<file path="src/rtl/rast_pkg.sv">
`default_nettype none
// ============================================================================
// Module   : rast_pkg
// Brief    : Shared state type, box indices and sub-sample step helper.
// Revision : 1.0 - initial release
// ============================================================================
package rast_pkg;

    typedef enum logic {
        WAIT = 1'b0,
        TEST = 1'b1
    } iter_state_t;

    localparam int LL = 0;
    localparam int UR = 1;

    // Any code that is not one-hot falls back to one sample per pixel.
    function automatic logic [31:0] ss_step(input logic [3:0] sub_sample, input int radix);
        logic [31:0] full;
        full = 32'd1 << radix;
        case (sub_sample)
            4'b0100: return full >> 1;
            4'b0010: return full >> 2;
            4'b0001: return full >> 3;
            default: return full;
        endcase
    endfunction

endpackage
`default_nettype wire

</file>
<file path="src/rtl/samp_row_gen.sv">
`default_nettype none
// ============================================================================
// Module   : samp_row_gen
// Brief    : Combinational generator for one group of horizontally adjacent samples.
// Revision : 1.0 - initial release
// ============================================================================
module samp_row_gen
    import rast_pkg::*;
#(
    parameter int SIGFIG = 24,
    parameter int SAMPS  = 4
) (
    input  logic [SIGFIG-1:0]                 cur_x,
    input  logic [SIGFIG-1:0]                 cur_y,
    input  logic [SIGFIG-1:0]                 step,
    input  logic [SIGFIG-1:0]                 ur_x,
    output logic [1:0][SAMPS-1:0][SIGFIG-1:0] pos,
    output logic [SAMPS-1:0]                  valid,
    output logic signed [SIGFIG:0]            nx
);

    // One guard bit keeps sums past the right screen edge from wrapping negative.
    logic signed [SIGFIG:0] w_x_ext;
    logic signed [SIGFIG:0] w_step_ext;
    logic signed [SIGFIG:0] w_ur_ext;

    assign w_x_ext    = {cur_x[SIGFIG-1], cur_x};
    assign w_step_ext = {1'b0, step};
    assign w_ur_ext   = {ur_x[SIGFIG-1], ur_x};
    assign nx         = w_x_ext + w_step_ext * (SIGFIG+1)'(SAMPS);

    for (genvar s = 0; s < SAMPS; s++) begin : g_lane
        logic signed [SIGFIG:0] w_sum;
        assign w_sum     = w_x_ext + w_step_ext * (SIGFIG+1)'(s);
        assign pos[0][s] = w_sum[SIGFIG-1:0];
        assign pos[1][s] = cur_y;
        assign valid[s]  = (w_sum <= w_ur_ext);
    end

endmodule
`default_nettype wire

</file>
<file path="src/rtl/samp_iter_ctrl.sv">
`default_nettype none
// ============================================================================
// Module   : samp_iter_ctrl
// Brief    : Walks a triangle's bounding box row-major, SAMPS samples per cycle.
// Revision : 1.0 - initial release
// ============================================================================
module samp_iter_ctrl
    import rast_pkg::*;
#(
    parameter int SIGFIG = 24,
    parameter int RADIX  = 10,
    parameter int VERTS  = 3,
    parameter int AXIS   = 3,
    parameter int COLORS = 3,
    parameter int SAMPS  = 4
) (
    input  logic                                  clk,
    input  logic                                  rst,
    input  logic [VERTS-1:0][AXIS-1:0][SIGFIG-1:0] tri_R14S,
    input  logic [COLORS-1:0][SIGFIG-1:0]          color_R14U,
    input  logic [1:0][1:0][SIGFIG-1:0]            box_R14S,
    input  logic                                  validTri_R14H,
    input  logic [3:0]                            subSample_RnnnnU,
    output logic                                  halt_RnnnnH,
    output logic [VERTS-1:0][AXIS-1:0][SIGFIG-1:0] tri_R16S,
    output logic [COLORS-1:0][SIGFIG-1:0]          color_R16U,
    output logic [1:0][SAMPS-1:0][SIGFIG-1:0]      sample_R16S,
    output logic [SAMPS-1:0]                      validSamp_R16H
);

    iter_state_t                            state_q, state_d;
    logic [SIGFIG-1:0]                      cur_x_q, cur_x_d;
    logic [SIGFIG-1:0]                      cur_y_q, cur_y_d;
    logic [SIGFIG-1:0]                      step_q, step_d;
    logic [1:0][1:0][SIGFIG-1:0]            box_q, box_d;
    logic [VERTS-1:0][AXIS-1:0][SIGFIG-1:0] tri_q, tri_d;
    logic [COLORS-1:0][SIGFIG-1:0]          color_q, color_d;

    logic [1:0][SAMPS-1:0][SIGFIG-1:0]      w_pos;
    logic [SAMPS-1:0]                       w_valid;
    logic signed [SIGFIG:0]                 w_nx;
    logic signed [SIGFIG:0]                 w_ny;
    logic signed [SIGFIG:0]                 w_ur_x;
    logic signed [SIGFIG:0]                 w_ur_y;
    logic                                   w_row_done;
    logic                                   w_last;
    logic                                   w_accept;
    logic                                   w_degen;

    samp_row_gen #(
        .SIGFIG (SIGFIG),
        .SAMPS  (SAMPS)
    ) u_row_gen (
        .cur_x  (cur_x_q),
        .cur_y  (cur_y_q),
        .step   (step_q),
        .ur_x   (box_q[UR][0]),
        .pos    (w_pos),
        .valid  (w_valid),
        .nx     (w_nx)
    );

    assign w_ur_x     = {box_q[UR][0][SIGFIG-1], box_q[UR][0]};
    assign w_ur_y     = {box_q[UR][1][SIGFIG-1], box_q[UR][1]};
    assign w_ny       = {cur_y_q[SIGFIG-1], cur_y_q} + {1'b0, step_q};
    assign w_row_done = (w_nx > w_ur_x);
    assign w_last     = w_row_done & (w_ny > w_ur_y);

    // Derived only from flops so upstream never sees a combinational loop.
    assign halt_RnnnnH = (state_q == TEST) & ~w_last;
    assign w_accept    = validTri_R14H & ~halt_RnnnnH;
    assign w_degen     = ($signed(box_R14S[LL][0]) > $signed(box_R14S[UR][0])) |
                         ($signed(box_R14S[LL][1]) > $signed(box_R14S[UR][1]));

    always_comb begin
        state_d = state_q;
        cur_x_d = cur_x_q;
        cur_y_d = cur_y_q;
        step_d  = step_q;
        box_d   = box_q;
        tri_d   = tri_q;
        color_d = color_q;

        if (state_q == TEST) begin
            if (w_last) begin
                state_d = WAIT;
            end else if (w_row_done) begin
                cur_x_d = box_q[LL][0];
                cur_y_d = w_ny[SIGFIG-1:0];
            end else begin
                cur_x_d = w_nx[SIGFIG-1:0];
            end
        end

        // A new triangle overrides the finishing one for zero-bubble hand-over.
        if (w_accept) begin
            if (w_degen) begin
                state_d = WAIT;
            end else begin
                state_d = TEST;
                tri_d   = tri_R14S;
                color_d = color_R14U;
                box_d   = box_R14S;
                step_d  = SIGFIG'(ss_step(subSample_RnnnnU, RADIX));
                cur_x_d = box_R14S[LL][0];
                cur_y_d = box_R14S[LL][1];
            end
        end
    end

    always_ff @(posedge clk) begin
        if (rst) begin
            state_q <= WAIT;
            cur_x_q <= '0;
            cur_y_q <= '0;
            step_q  <= '0;
            box_q   <= '0;
            tri_q   <= '0;
            color_q <= '0;
        end else begin
            state_q <= state_d;
            cur_x_q <= cur_x_d;
            cur_y_q <= cur_y_d;
            step_q  <= step_d;
            box_q   <= box_d;
            tri_q   <= tri_d;
            color_q <= color_d;
        end
    end

    assign tri_R16S       = tri_q;
    assign color_R16U     = color_q;
    assign sample_R16S    = (state_q == TEST) ? w_pos : '0;
    assign validSamp_R16H = (state_q == TEST) ? w_valid : '0;

endmodule
`default_nettype wire

</file>
<file path="config.mk">
export PLATFORM = sky130hd
export DESIGN_NAME = samp_iter_ctrl
export DESIGN_NICKNAME = d
export VERILOG_FILES = /design/src/rtl/rast_pkg.sv /design/src/rtl/samp_row_gen.sv /design/src/rtl/samp_iter_ctrl.sv
export SDC_FILE = /design/constraint.sdc
export NUM_CORES = 1
export LEC_CHECK = 0
export CELL_PAD_IN_SITES_DETAIL_PLACEMENT = 2
export CELL_PAD_IN_SITES_GLOBAL_PLACEMENT = 2
export CORE_AREA = 4 4 337 339
export DETAILED_ROUTE_END_ITERATION = 10
export DIE_AREA = 0 0 341 343
export GPL_TIMING_DRIVEN = 0
export PLACE_DENSITY = 0.83
export SETUP_SLACK_MARGIN = 0.3
export SKIP_LAST_GASP = 1
export SYNTH_ARGS = -nofsm -noshare
export SYNTH_HDL_FRONTEND = slang
export SYNTH_SLANG_ARGS = --single-unit
</file>
<file path="constraint.sdc">
create_clock -name clk -period 11.7 [get_ports clk]
set_input_delay 1.755 -clock clk [delete_from_list [all_inputs] [get_ports clk]]
set_output_delay 1.755 -clock clk [all_outputs]
set_load 0.01 [all_outputs]
</file>
; ---- Yosys cells after proc, flatten, opt, wreduce, memory -nomap -nowiden
; Cells that the tools add are included.
[op_classes]
eq_ne = 3
mul = 1
n_reduce_logical = 1
mux = 17
n_bitwise = 7
n_addsub = 5
magnitude_cmp = 8
[ops]
columns = op, count
row1 = 2-to-1 mux 24 bit, 10
row2 = 2-to-1 mux 192 bit, 1
row3 = adder 24 x 25 -> 25 bit, 4
row4 = less-or-equal comparator 25 x 24 -> 1 bit, 3
row5 = greater-than comparator 25 x 24 -> 1 bit, 2
row6 = greater-than comparator 24 bit, 2
row7 = case mux 11 bit (3 select lines), 1
row8 = adder 25 x 24 -> 25 bit, 1
row9 = "multiplier 24 x 2 -> 25 bit, second input constant", 1
row10 = less-or-equal comparator 24 bit, 1
row11 = "== test 4 x 1 -> 1 bit, second input constant", 1
row12 = "== test 4 x 2 -> 1 bit, second input constant", 1
row13 = "== test 4 x 3 -> 1 bit, second input constant", 1
row14 = 2-to-1 mux 1 bit, 4
row15 = 2-to-1 mux 4 bit, 1
row16 = bitwise AND 1 bit, 3
row17 = inverter 1 bit, 3
row18 = AND reduction 2 bit, 1
row19 = OR 1 bit, 1
[totals]
out_inout_bits = 485
word_cells = 61
ff_bits = 433
input_bits = 391

; ---- Longest topological paths before layout
; Gate-level depths: netlist of run 1.
[logic_depth]
word_depth = 8
mapped_depth = 22

; ---- Cells and area by module
; A second synthesis of run 1 with hierarchy kept.
[hier_totals]
cells_unflattened = 3556
area_unflattened_um2 = 28050.7
[modules_own_cells]
columns = mod, area_per_inst_um2, n_inst, cells_each
row1 = samp_iter_ctrl, 20046.7, 1, 2539
row2 = samp_row_gen, 8003.9, 1, 1017

; ---- Least setup slack after synthesis of run 1
; Ideal clock, no wire load.
[synth_timing]
path_type = register to output
startpoint = register step_q[8]
endpoint = output port validSamp_R16H[3]
n_path_buf = 0
t_arrival_ns = 4.471
slack_ns = 5.474
stages_incl_launch_ff = 20
required_time_ns = 9.945
cell_sequence = dfxtp_1 > fa_1 > ha_1 > fa_1 > a21oi_1 > nor2_1 > nor2_1 > nor2b_1 > o21ai_0 > nor2_1 > xor2_1 > ha_1 > a21o_1 > a21o_1 > a21o_1 > a21o_1 > a21o_1 > a2111oi_0 > nor2b_1 > a311o_1
[synth_via]
elab_chain_cells = 4
[synth_rtl]
columns = item, line
row1 = from (decl), samp_iter_ctrl.sv:34  ; logic [SIGFIG-1:0] step_q, step_d;
row2 = from (signal assigned), samp_iter_ctrl.sv:124  ; step_q <= step_d;
row3 = multiplier 24 x 2 -> 25 bit, samp_row_gen.sv:34  ; assign w_sum = w_x_ext + w_step_ext * (SIGFIG+1)'(s);
row4 = adder 24 x 25 -> 25 bit, samp_row_gen.sv:34
row5 = less-or-equal comparator 25 x 24 -> 1 bit, samp_row_gen.sv:37  ; assign valid[s] = (w_sum <= w_ur_ext);
row6 = 2-to-1 mux 4 bit, samp_iter_ctrl.sv:134  ; assign validSamp_R16H = (state_q == TEST) ? w_valid : '0;
row7 = to (decl), samp_iter_ctrl.sv:28  ; output logic [SAMPS-1:0] validSamp_R16H
; Every way passes these cells.

; ---- Final worst setup path of run 1
; Same ends and word-level chain as after synthesis.

==> results of run 1 <==
==> state kept, by name, summed over array words and instances (netlist names) <==
| signal | cells |
|---|---|
| tri_R16S | 216 |
| box_q | 72 |
| color_R16U | 72 |
| cur_x_q | 24 |
| cur_y_q | 24 |
| step_q | 4 |
| state_q | 1 |
==> power breakdown <==
part           switching, mW  total [mW]  internal (mW)  leakage, nW
clock network          0.724        1.73           1.01        0.877
registers             0.0705        1.57           1.50         3.35
logic                   1.07        1.73          0.659         9.02
total                   1.87        5.03           3.17         13.2
==> cells by family after synthesis <==
logic type	after synthesis	share of synthesized area
flip-flops	413	0.354
adder cells (fa/ha/maj)	194	0.106
XOR/XNOR	73	0.0274
buffers and inverters	487	0.100
AND/OR/NAND/NOR	795	0.173
AO/OA/AOI/OAI	1013	0.239
==> critical path, cell delays in order (launching register included) <==
cell and delay (ps):
dfxtp_1 660, fa_1 510, ha_1 230, fa_1 420
a21oi_1 200, nor2_1 70, nor2_1 160, nor2b_1 90
o21ai_0 800, nor2_1 140, xor2_1 200, ha_1 350
a21o_1 200, a21o_1 170, a21o_1 170, a21o_1 170
a21o_1 180, a2111oi_0 680, nor2b_1 220, a311o_1 230
clkdlybuf4s50_1 650
==> placed cells by master (no fill, tap or decap), drive strengths merged, types with 25 or more instances in the layout <==
| cell type | instances |
|---|---|
| ha | 186 |
| nand4 | 26 |
| a211oi | 25 |
| a21o | 44 |
| nor2 | 63 |
| xnor2 | 33 |
| a311oi | 32 |
| inv | 137 |
| a21oi | 436 |
| dfxtp | 413 |
| clkdlybuf4s50 | 874 |
| nand3 | 405 |
| and2 | 100 |
| o21ai | 411 |
| xor2 | 40 |
| clkbuf | 228 |
| nor3 | 34 |
| nand2 | 105 |
| buf | 204 |
==> cells in the mapped netlist (all sizes together) (2+ instances only) <==
master,number
a21oi,436
dfxtp,413
o21ai,411
nand3,405
buf,204
ha,186
clkbuf,149
inv,134
nand2,105
and2,100
nor2,63
a21o,44
xor2,40
nor3,34
xnor2,33
a311oi,32
nand4,26
a211oi,25
nor2b,13
and3,12
nand2b,10
a31oi,8
fa,8
and4,7
a31o,6
nor4,5
nor4b,5
o21bai,5
o21a,4
o22ai,4
o31ai,4
or3,4
a21boi,3
o211ai,3
o221a,3
o221ai,3
or2,3
a211o,2
a221oi,2
a22oi,2
a41oi,2
o2111ai,2
o22a,2
o2bb2ai,2
o31a,2
==> per-stage QoR <==
stage                     power [mW]  setup WS (ps)  instances   util  instance area [sq um]
after floorplan                 2.48           5470       2975      -                  23400
after global routing            5.27           2530       5440  0.324                  35800
after CTS                       5.08           2850       5436  0.324                  35800
final                           5.03           2820       5457  0.324                  35800
after global placement          3.26           3720       5337  0.308                  34000
after detailed placement        3.32           3550       5337  0.308                  34000
==> layout make-up <==
class	instances	share of cell area
multi-input combinational	2075	0.356
timing repair buffer	874	0.244
sequential	413	0.231
tap	1488	0.0520
buffer	353	0.0512
clock buffer	79	0.0423
inverter	134	0.0140
clock inverter	20	0.00744
antenna	21	0.00147
==> layer usage <==
metal / global-route usage / up-vias / share of wire
li1: - / 12400 / -
met1: 0.260 / 13700 / 0.38
met2: 0.433 / 956 / 0.50
met3: 0.0617 / 310 / 0.066
met4: 0.0975 / 32 / 0.046
met5: 0 / - / 0.0016
==> worst paths after layout <==
check | to | cells past startpoint
worst max-delay path | validSamp_R16H[3] | 20
worst min-delay path | tri_R16S[188] | 2
worst max register to register | color_R16U[32] | 19
worst min register to register | tri_R16S[188] | 2
==> results.txt, run 1 <==
----------------------------------------------------
[Die]
  IO Count ... 876
  Die area ... 0.117 sq mm
  Die Y-Extent ... 343 microns
  Die Wd ... 341 microns
  Number of rows in the core area ... 122
  Area of the core ... 0.110 sq mm
  Starting utilization of the core area ... 0.212

[Place]
  HPWL after detailed placement ... 119 mm
  Global placement routability congestion ... 0.894
  Buffers added on ports ... 874

[STA]
  Transition time of the tightest slew-check pin ... 1320 ps
  TNS Setup ... 0 ps
  Final critical delay including setup and external delays ... 8880 ps
  Final setup skew ... 30.6 ps
  Worst hold slack after final layout ... 479 ps
  Final count of hold timing violations ... 0
  Tightest slew margin relative to the limit ... 0.120
  Setup Viol. Count Final ... 0
  Peak clock frequency supported by timing ... 113 MHz
  RSZ-0062 raised after global routing ... false
  Fin crit share ... 0.759
  Count of final max-slew check failures ... 0

[Layout]
  Sequential cell area ... 0.00827 sq mm
  Total of fill cells in the finished design ... 12700
  Area of the multi-input gates ... 0.0128 sq mm
  Area growth from synthesis to layout ... 53.3%
  Final Net Count ... 4490
  Share of post-route cells with drive strength above 1 ... 0.0740

[Yosys]
  Cell area after technology mapping ... 0.0234 sq mm
  Post-synthesis register bit count ... 413
  Syn. warnings ... 0
  Distinct cell type count of the synthesized netlist ... 64
  Proportion of register bits with asynchronous set or reset after synthesis ... 0
  Post-synth EDFFs ... 0
  Synth top area share ... 0.354
  Average cell area after synthesis ... 7.85 sq um
  Ys flop type ... dfxtp_1
  Post-synthesis cell count ... 2975
  Synthesized netlist net count ... 3560
  Leading post-synthesis cells by cell area ... dfxtp_1 35%, ha_1 10%, a21oi_1 9.3%, o21ai_0 8.7%, nand3_1 8.7%
  Post-synthesis sequential area ratio ... 0.354
  Area leader, netlist ... dfxtp_1

[Power]
  Leakage power figure ... 13.2 nW
  Areal power density over the cells ... 141 mW/mm^2
  Worst vdd ir ... 0.000111 V

[Clock tree]
  Count of hold buffers inserted by post-cts repair ... 0
  Clock transition at the register clock pins on the worst setup and hold paths after CTS ... 60 ps
  TritonCTS clock tree ... built
  Skew-Pair Late Insertion Delay ... 640 ps
  Post-CTS setup buffer count ... 0
  CTS buffer count ... 54
  H-tree levels ... 2
  Root buf cell ... clkbuf_16
  Clock net sink count ... 413
  Number of cells upsized or downsized after cts ... 0
  Clk buf depth ... 3

[Global routing]
  First-pass GRT wire length ... 206 mm
  Number of global-route vias before repair ... 29600
  Maximum number of pins on one net before global-route repair ... 15
  Overall track demand over capacity in global routing ... 0.237
  Congestion Overflow GR ... 0
  Number of antenna violations at the first check in global routing ... 37

[Worst setup path]
  Kind of critical path ... flop to output pin
  Startpoint class of the critical path ... flop
  Peak fanout along the critical path ... 9
  Setup crit start ... step_q[8]
  CP Data Required Time ... 9950 ps
  Origin of the critical flop-to-flop path ... cur_x_q[9]
  Worst reg-to-reg setup slack ... 5420 ps
  Critical path endpoint category ... output pin
  Data arrival time at the worst-slack endpoint ... 7120 ps

[Drt]
  Per-cell via count in the routed design ... 5.01
  Iteration count of the initial detailed-routing pass ... 5
  Post-detailed-route wirelength per cell ... 26.8 microns
  DRC violations left ... 0
  Total wire length after detailed routing ... 146 mm
  Detail Route Antenna Nets ... 0
  First-iteration detailed-routing DRC count ... 1487
  Vias after detailed routing ... 27300

[Run]
  Max-Cap Viols ... 0

[Hold path]
  Type of the worst min-delay path ... flop to flop
  Hold path startpoint ... tri_R16S[188]

[Status]
  Status ... completed

----------------------------------------------------
No activity file was read; power rests on OpenSTA's default activity.
==> inputs of run 2 (changes only) <==
--- a/config.mk
+++ b/config.mk
@@ -7,11 +7,11 @@
 export LEC_CHECK = 0
 export CELL_PAD_IN_SITES_DETAIL_PLACEMENT = 2
 export CELL_PAD_IN_SITES_GLOBAL_PLACEMENT = 2
-export CORE_AREA = 4 4 337 339
+export CORE_AREA = 4 4 340 342
 export DETAILED_ROUTE_END_ITERATION = 10
-export DIE_AREA = 0 0 341 343
+export DIE_AREA = 0 0 344 346
 export GPL_TIMING_DRIVEN = 0
-export PLACE_DENSITY = 0.83
+export PLACE_DENSITY = 0.82
 export SETUP_SLACK_MARGIN = 0.3
 export SKIP_LAST_GASP = 1
 export SYNTH_ARGS = -nofsm -noshare
==> constraint.sdc (replaced) <==
create_clock -name clk -period 8.4 [get_ports clk]
set_input_delay 1.26 -clock clk [delete_from_list [all_inputs] [get_ports clk]]
set_output_delay 1.26 -clock clk [all_outputs]
set_load 0.01 [all_outputs]
==> run 2 against run 1 <==
Sequential power increased by 39%. Total power increased by 40%. Hold slack got worse by 2.5 ps. Die area increased by 1.8%. Register-to-register slack got worse by 3000 ps.
==> results.txt, run 2 (synthesized netlist as in run 1, its figures left out) <==
----------------------------------------------------
[Drt]
  Detail Route Antenna Nets ... 0
  Highest Signal Layer ... met5
  Total wire length after detailed routing ... 149 mm
  Post-detailed-route wirelength per cell ... 27.2 microns
  Iteration count of the initial detailed-routing pass ... 5
  Vias after detailed routing ... 27300
  Per-cell via count in the routed design ... 4.99
  Routed metal-1 wirelength ... 57.1 mm
  First-iteration detailed-routing DRC count ... 1384
  Detailed route wirelength on metal2 ... 76.3 mm
  DRC violations left ... 0
  Met3 Routed Length ... 8.96 mm

[Global routing]
  Congestion Overflow GR ... 0
  Number of antenna violations at the first check in global routing ... 27
  Maximum number of pins on one net before global-route repair ... 15
  First-pass GRT wire length ... 210 mm
  Overall track demand over capacity in global routing ... 0.238
  Number of global-route vias before repair ... 30000

[Layout]
  Final Net Count ... 4490
  Sequential cell area ... 0.00827 sq mm
  Area growth from synthesis to layout ... 53.4%
  Top library cells by usage in the layout, fill and taps aside ... 874 x clkdlybuf4s50_1, 436 x a21oi_1, 412 x dfxtp_1
  Total of fill cells in the finished design ... 12900
  Share of post-route cells with drive strength above 1 ... 0.0760
  Most common cell after layout, fill and taps aside ... clkdlybuf4s50_1
  Flip-flop count of the largest register, all copies and words added ... 216
  Area of the multi-input gates ... 0.0128 sq mm
  Final standard cell count with taps included and fillers excluded ... 5463

[Clock tree]
  Skew-Pair Late Insertion Delay ... 660 ps
  Clock transition at the register clock pins on the worst setup and hold paths after CTS ... 60 ps
  TritonCTS clock tree ... built
  Clk buf depth ... 3
  Clock net sink count ... 413
  H-tree levels ... 2
  Root buf cell ... clkbuf_16
  CTS buffer count ... 53

[STA]
  Peak clock frequency supported by timing ... 128 MHz
  Final critical delay including setup and external delays ... 7840 ps
  TNS Setup ... 0 ps
  Crit path setup slack, layout ... 561 ps
  Transition time of the tightest slew-check pin ... 1180 ps
  RSZ-0062 raised after global routing ... true
  Worst hold slack after final layout ... 476 ps
  Count of final max-slew check failures ... 0
  Fin crit share ... 0.933
  Final setup skew ... 44.0 ps
  Setup Viol. Count Final ... 0
  Tightest slew margin relative to the limit ... 0.211
  Final count of hold timing violations ... 0

[Power]
  Leakage power figure ... 13.2 nW
  P_int ... 4.39 mW
  Reported net switching power ... 2.63 mW
  Clock group share of total power ... 0.344
  Combinational share of power ... 0.345
  Areal power density over the cells ... 196 mW/mm^2
  Total design power ... 7.02 mW
  Reg power frac ... 0.311
  Worst vdd ir ... 0.000132 V
  Switching Fraction ... 0.374

[Die]
  Die Wd ... 344 microns
  Number of rows in the core area ... 123
  Die area ... 0.119 sq mm
  Area of the core ... 0.112 sq mm
  Starting utilization of the core area ... 0.208
  Die Y-Extent ... 346 microns
  IO Count ... 876

[Place]
  Cell count after placement ... 5349
  HPWL after detailed placement ... 121 mm
  Global placement routability congestion ... 0.923
  Worst setup slack after placement ... 888 ps
  Buffers added on ports ... 874

[Worst setup path]
  Slowest library cell on the worst path ... a2111oi_0
  Data arrival time at the worst-slack endpoint ... 6580 ps
  Critical path endpoint category ... output pin
  Kind of critical path ... flop to output pin
  Slowest cell delay on critical path ... 660 ps
  Peak fanout along the critical path ... 6
  Startpoint class of the critical path ... flop
  Number of buffer and inverter instances along the worst setup path ... 1
  Cell occurring most often along the worst timing path ... a21o_1
  Cell chain of the critical path ... fa_1 > ha_1 > fa_1 > a21oi_1 > nor2_1 > nor2_1 > nor2b_1 > o21ai_1 > nor2_1 > xor2_1 > ha_1 > a21o_1 > a21o_1 > a21o_1 > a21o_1 > a21o_1 > a2111oi_0 > nor2b_1 > a311o_1 > clkdlybuf4s50_1
  Kind of cell with the highest combined delay on the critical path ... compound AO/OA/AOI/OAI gates
  CP Data Required Time ... 7140 ps

[Run]
  Max-Cap Viols ... 0

[Status]
  Status ... completed

[Hold path]
  Type of the worst min-delay path ... flop to flop

----------------------------------------------------
## run 2: cell count changes in the layout (fill, tap and decap cells not counted), moves of 3 or more
cell        delta
clkinvlp_4     +3
clkbuf_8       +4
diode_2        -5
clkbuf_1       -7
## run 2: final cells by class
| cell class | count | area share |
|---|---|---|
| clock buffer | 75 | 0.0424 |
| buffer | 353 | 0.0511 |
| clock inverter | 22 | 0.00761 |
| sequential | 413 | 0.231 |
| inverter | 134 | 0.0140 |
| tap | 1500 | 0.0524 |
| timing repair buffer | 875 | 0.244 |
| multi-input combinational | 2075 | 0.356 |
| antenna | 16 | 0.00112 |
## run 2: through the flow
stage | utilization | cell area (sq um)
global route | 0.319 | 35800
CTS | 0.319 | 35800
detailed placement | 0.303 | 34000
finish | 0.319 | 35800
floorplan | - | 23400
global placement | 0.303 | 34000
## run 2: power by group through the flow
stage | sequential, mW | combinational, mW | clock, mW
floorplan | 2.22 | 1.23 | 0
global placement | 2.22 | 2.33 | 0
detailed placement | 2.22 | 2.40 | 0
CTS | 2.18 | 2.42 | 2.47
global route | 2.20 | 2.62 | 2.55
finish | 2.18 | 2.43 | 2.41
## run 2: per-layer routing
layer | global-route usage | vias up
met5 | 0 | -
met4 | 0.0930 | 20
met3 | 0.0500 | 233
met2 | 0.441 | 853
met1 | 0.263 | 13800
li1 | - | 12400
## run 2: worst register-to-register path: stages (launching register included)
cell and delay [ps]:
dfxtp_1 430, ha_1 280, fa_1 410, a21o_1 220
a21oi_1 290, or2_2 170, clkbuf_1 250, nor2_1 90
xor2_1 250, ha_1 300, and4_1 240, and3_1 190
o21ai_1 140, o21ai_0 150, o31ai_2 880, o21ai_4 210
inv_2 220, buf_6 220, clkbuf_1 540, o21ai_0 260
a21oi_1 200
## run 2: worst paths after layout
| path | from | to | slack [ps] | cells past startpoint |
|---|---|---|---|---|
| min reg2reg | color_R16U[35] | color_R16U[35] | 480 | 2 |
| max | step_q[7] | validSamp_R16H[3] | 560 | 20 |
| min | color_R16U[35] | color_R16U[35] | 480 | 2 |
| max reg2reg | step_q[7] | color_R16U[31] | 2420 | 20 |
## run 2: what timing repair did
item / CTS / global route
buffers inserted: 1 / 0
setup endpoints to repair: 2 / 2
pin swaps: 1 / 0
hold buffers: 0 / 0
resized for setup: 1 / 2
==> inputs of run 3 (changes only) <==
--- a/config.mk
+++ b/config.mk
@@ -8,6 +8,7 @@
 export CELL_PAD_IN_SITES_DETAIL_PLACEMENT = 2
 export CELL_PAD_IN_SITES_GLOBAL_PLACEMENT = 2
 export CORE_AREA = 4 4 340 342
+export CTS_BUF_LIST = sky130_fd_sc_hd__clkbuf_8
 export DETAILED_ROUTE_END_ITERATION = 10
 export DIE_AREA = 0 0 344 346
 export GPL_TIMING_DRIVEN = 0
==> run 3 against run 2 <==
Register-to-register slack improved by 90 ps. Combinational power about the same. Global-route usage increased by 0.14 points. Count of clock-buffer cells in the layout increased by 24. Non-clock buffer count unchanged. Core utilization decreased by 0.066 points. Critical endpoint unchanged.
==> results.txt, run 3 (synthesized netlist as in run 1, its figures left out) <==
----------------------------------------------------
[Worst setup path]
  Startpoint class of the critical path ... flop
  Data arrival time at the worst-slack endpoint ... 6420 ps
  CP Data Required Time ... 7140 ps
  Critical path endpoint category ... output pin
  Peak fanout along the critical path ... 6
  Origin of the critical flop-to-flop path ... step_q[7]
  Worst reg-to-reg setup slack ... 2510 ps
  End of the worst register-to-register path ... color_R16U[2]
  Length in cells of the worst reg-to-reg path ... 21
  Kind of critical path ... flop to output pin

[Power]
  P_int ... 4.15 mW
  Leakage power figure ... 13.4 nW
  Clock group share of total power ... 0.324
  Reg power frac ... 0.320
  Combinational share of power ... 0.356
  Worst vdd ir ... 0.000105 V
  Switching Fraction ... 0.391
  Reported net switching power ... 2.67 mW
  Areal power density over the cells ... 191 mW/mm^2
  Total design power ... 6.82 mW

[Die]
  Area of the core ... 0.112 sq mm
  Die Wd ... 344 microns
  Die area ... 0.119 sq mm
  IO Count ... 876
  Die Y-Extent ... 346 microns
  Starting utilization of the core area ... 0.208
  Number of rows in the core area ... 123

[Clock tree]
  Root buf cell ... clkbuf_8
  Clock net sink count ... 413
  TritonCTS clock tree ... built
  H-tree levels ... 3
  Clock transition at the register clock pins on the worst setup and hold paths after CTS ... 60 ps
  Skew-Pair Late Insertion Delay ... 760 ps
  CTS buffer count ... 86
  Count of hold buffers inserted by post-cts repair ... 0
  Clk buf depth ... 3

[Layout]
  Final Net Count ... 4523
  Flip-flop count of the largest register, all copies and words added ... 216
  Share of post-route cells with drive strength above 1 ... 0.0829
  Top library cells by usage in the layout, fill and taps aside ... 874 x clkdlybuf4s50_1, 436 x a21oi_1, 412 x dfxtp_1
  Area growth from synthesis to layout ... 53.1%
  Final std cell area, no fill ... 0.0358 sq mm
  Most common cell after layout, fill and taps aside ... clkdlybuf4s50_1

[STA]
  Worst hold slack after final layout ... 478 ps
  Crit path setup slack, layout ... 716 ps
  Fin crit share ... 0.915
  Transition time of the tightest slew-check pin ... 1200 ps
  Peak clock frequency supported by timing ... 130 MHz
  Final count of hold timing violations ... 0
  Tightest slew margin relative to the limit ... 0.199
  TNS Setup ... 0 ps
  Count of final max-slew check failures ... 0
  Final critical delay including setup and external delays ... 7680 ps
  Setup Viol. Count Final ... 0
  Final setup skew ... 51.7 ps
  RSZ-0062 raised after global routing ... false

[Place]
  Buffers added on ports ... 874
  Worst setup slack after placement ... 888 ps
  HPWL after detailed placement ... 121 mm
  Placed Instance Area ... 0.0340 sq mm
  Global placement routability congestion ... 0.923

[Hold path]
  Hold path startpoint ... color_R16U[69]
  Type of the worst min-delay path ... flop to flop
  Hold path cells ... 2
  Endpoint, Worst Hold ... color_R16U[69]

[Drt]
  Post-detailed-route wirelength per cell ... 27.0 microns
  DRC violations left ... 0
  Detail Route Antenna Nets ... 0
  Iteration count of the initial detailed-routing pass ... 5
  First-iteration detailed-routing DRC count ... 1435
  Total wire length after detailed routing ... 149 mm
  Per-cell via count in the routed design ... 4.98
  Vias after detailed routing ... 27500

[Global routing]
  First-pass GRT wire length ... 210 mm
  Global-route met1 utilization ... 0.258
  Number of global-route vias before repair ... 30300
  Met3 Usage GRT ... 0.0628
  Global-route layer with the greatest usage ... met2
  Number of antenna violations at the first check in global routing ... 34
  Met2 track demand over resource ... 0.436
  Congestion Overflow GR ... 0
  Maximum number of pins on one net before global-route repair ... 14
  Overall track demand over capacity in global routing ... 0.239

[Status]
  Status ... completed

[Run]
  Max-Cap Viols ... 0

----------------------------------------------------
-- run 3: changes by cell type in the layout (fill, tap and decap cells not counted), moves of 2 or more --
cell / change
bufinv_16: -2
clkbuf_1: -11
clkbuf_16: -53
clkbuf_8: +88
clkinv_4: -3
diode_2: +6
inv_1: +36
inv_12: +2
-- run 3: power groups by stage --
| stage | combinational (mW) | clock, mW | sequential (mW) |
|---|---|---|---|
| floorplan | 1.23 | 0 | 2.22 |
| CTS | 2.42 | 2.27 | 2.18 |
| global route | 2.62 | 2.37 | 2.20 |
| detailed placement | 2.40 | 0 | 2.22 |
| finish | 2.43 | 2.21 | 2.18 |
| global placement | 2.33 | 0 | 2.22 |
-- run 3: worst max path at each step --
| stage | end | start | cells after the start | slack (ps) |
|---|---|---|---|---|
| finish | validSamp_R16H[3] | step_q[7] | 20 | 720 |
| global route | validSamp_R16H[3] | step_q[7] | 20 | 430 |
| CTS | halt_RnnnnH | cur_x_q[9] | 19 | 320 |
| detailed placement | halt_RnnnnH | step_q[8] | 19 | 890 |
| global placement | halt_RnnnnH | step_q[8] | 19 | 990 |
| floorplan | validSamp_R16H[3] | step_q[8] | 19 | 2670 |
-- run 3: per-stage QoR --
stage | instances | util
final | 5525 | 0.318
after global routing | 5514 | 0.318
after detailed placement | 5349 | 0.303
after CTS | 5503 | 0.318
after global placement | 5349 | 0.303
after floorplan | 2975 | -
-- run 3: layout make-up --
class,count,area (sq um)
fill,12900,76600
buffer,353,1830
tap,1500,1880
clock buffer,99,1360
clock inverter,54,328
antenna,22,55.1
timing repair buffer,875,8760
multi-input combinational,2075,12800
sequential,413,8270
inverter,134,503
-- run 3: metal layers --
metal | routed length (microns) | part of all wire
met5 | 135 | 0.00090
met4 | 6590 | 0.044
met3 | 10700 | 0.072
met2 | 75600 | 0.51
met1 | 56100 | 0.38
-- run 3: timing repair --
action                     in CTS  in global routing
setup endpoints to repair       2                  2
buffers inserted                1                  0
resized for setup               1                  4
pin swaps                       1                  0
-- run 3: worst max-delay path: stages, from the launching register on --
cell and delay, ps:
dfxtp_1 550, fa_1 500, ha_1 230, fa_1 410, a21oi_1 200, nor2_1 60
nor2_1 200, nor2b_1 110, o21ai_2 290, nor2_1 110, xor2_1 240, ha_1 300
a21o_1 190, a21o_1 180, a21o_1 190, a21o_1 170, a21o_1 180, a2111oi_0 610
nor2b_1 230, a311o_1 190, clkdlybuf4s50_1 570
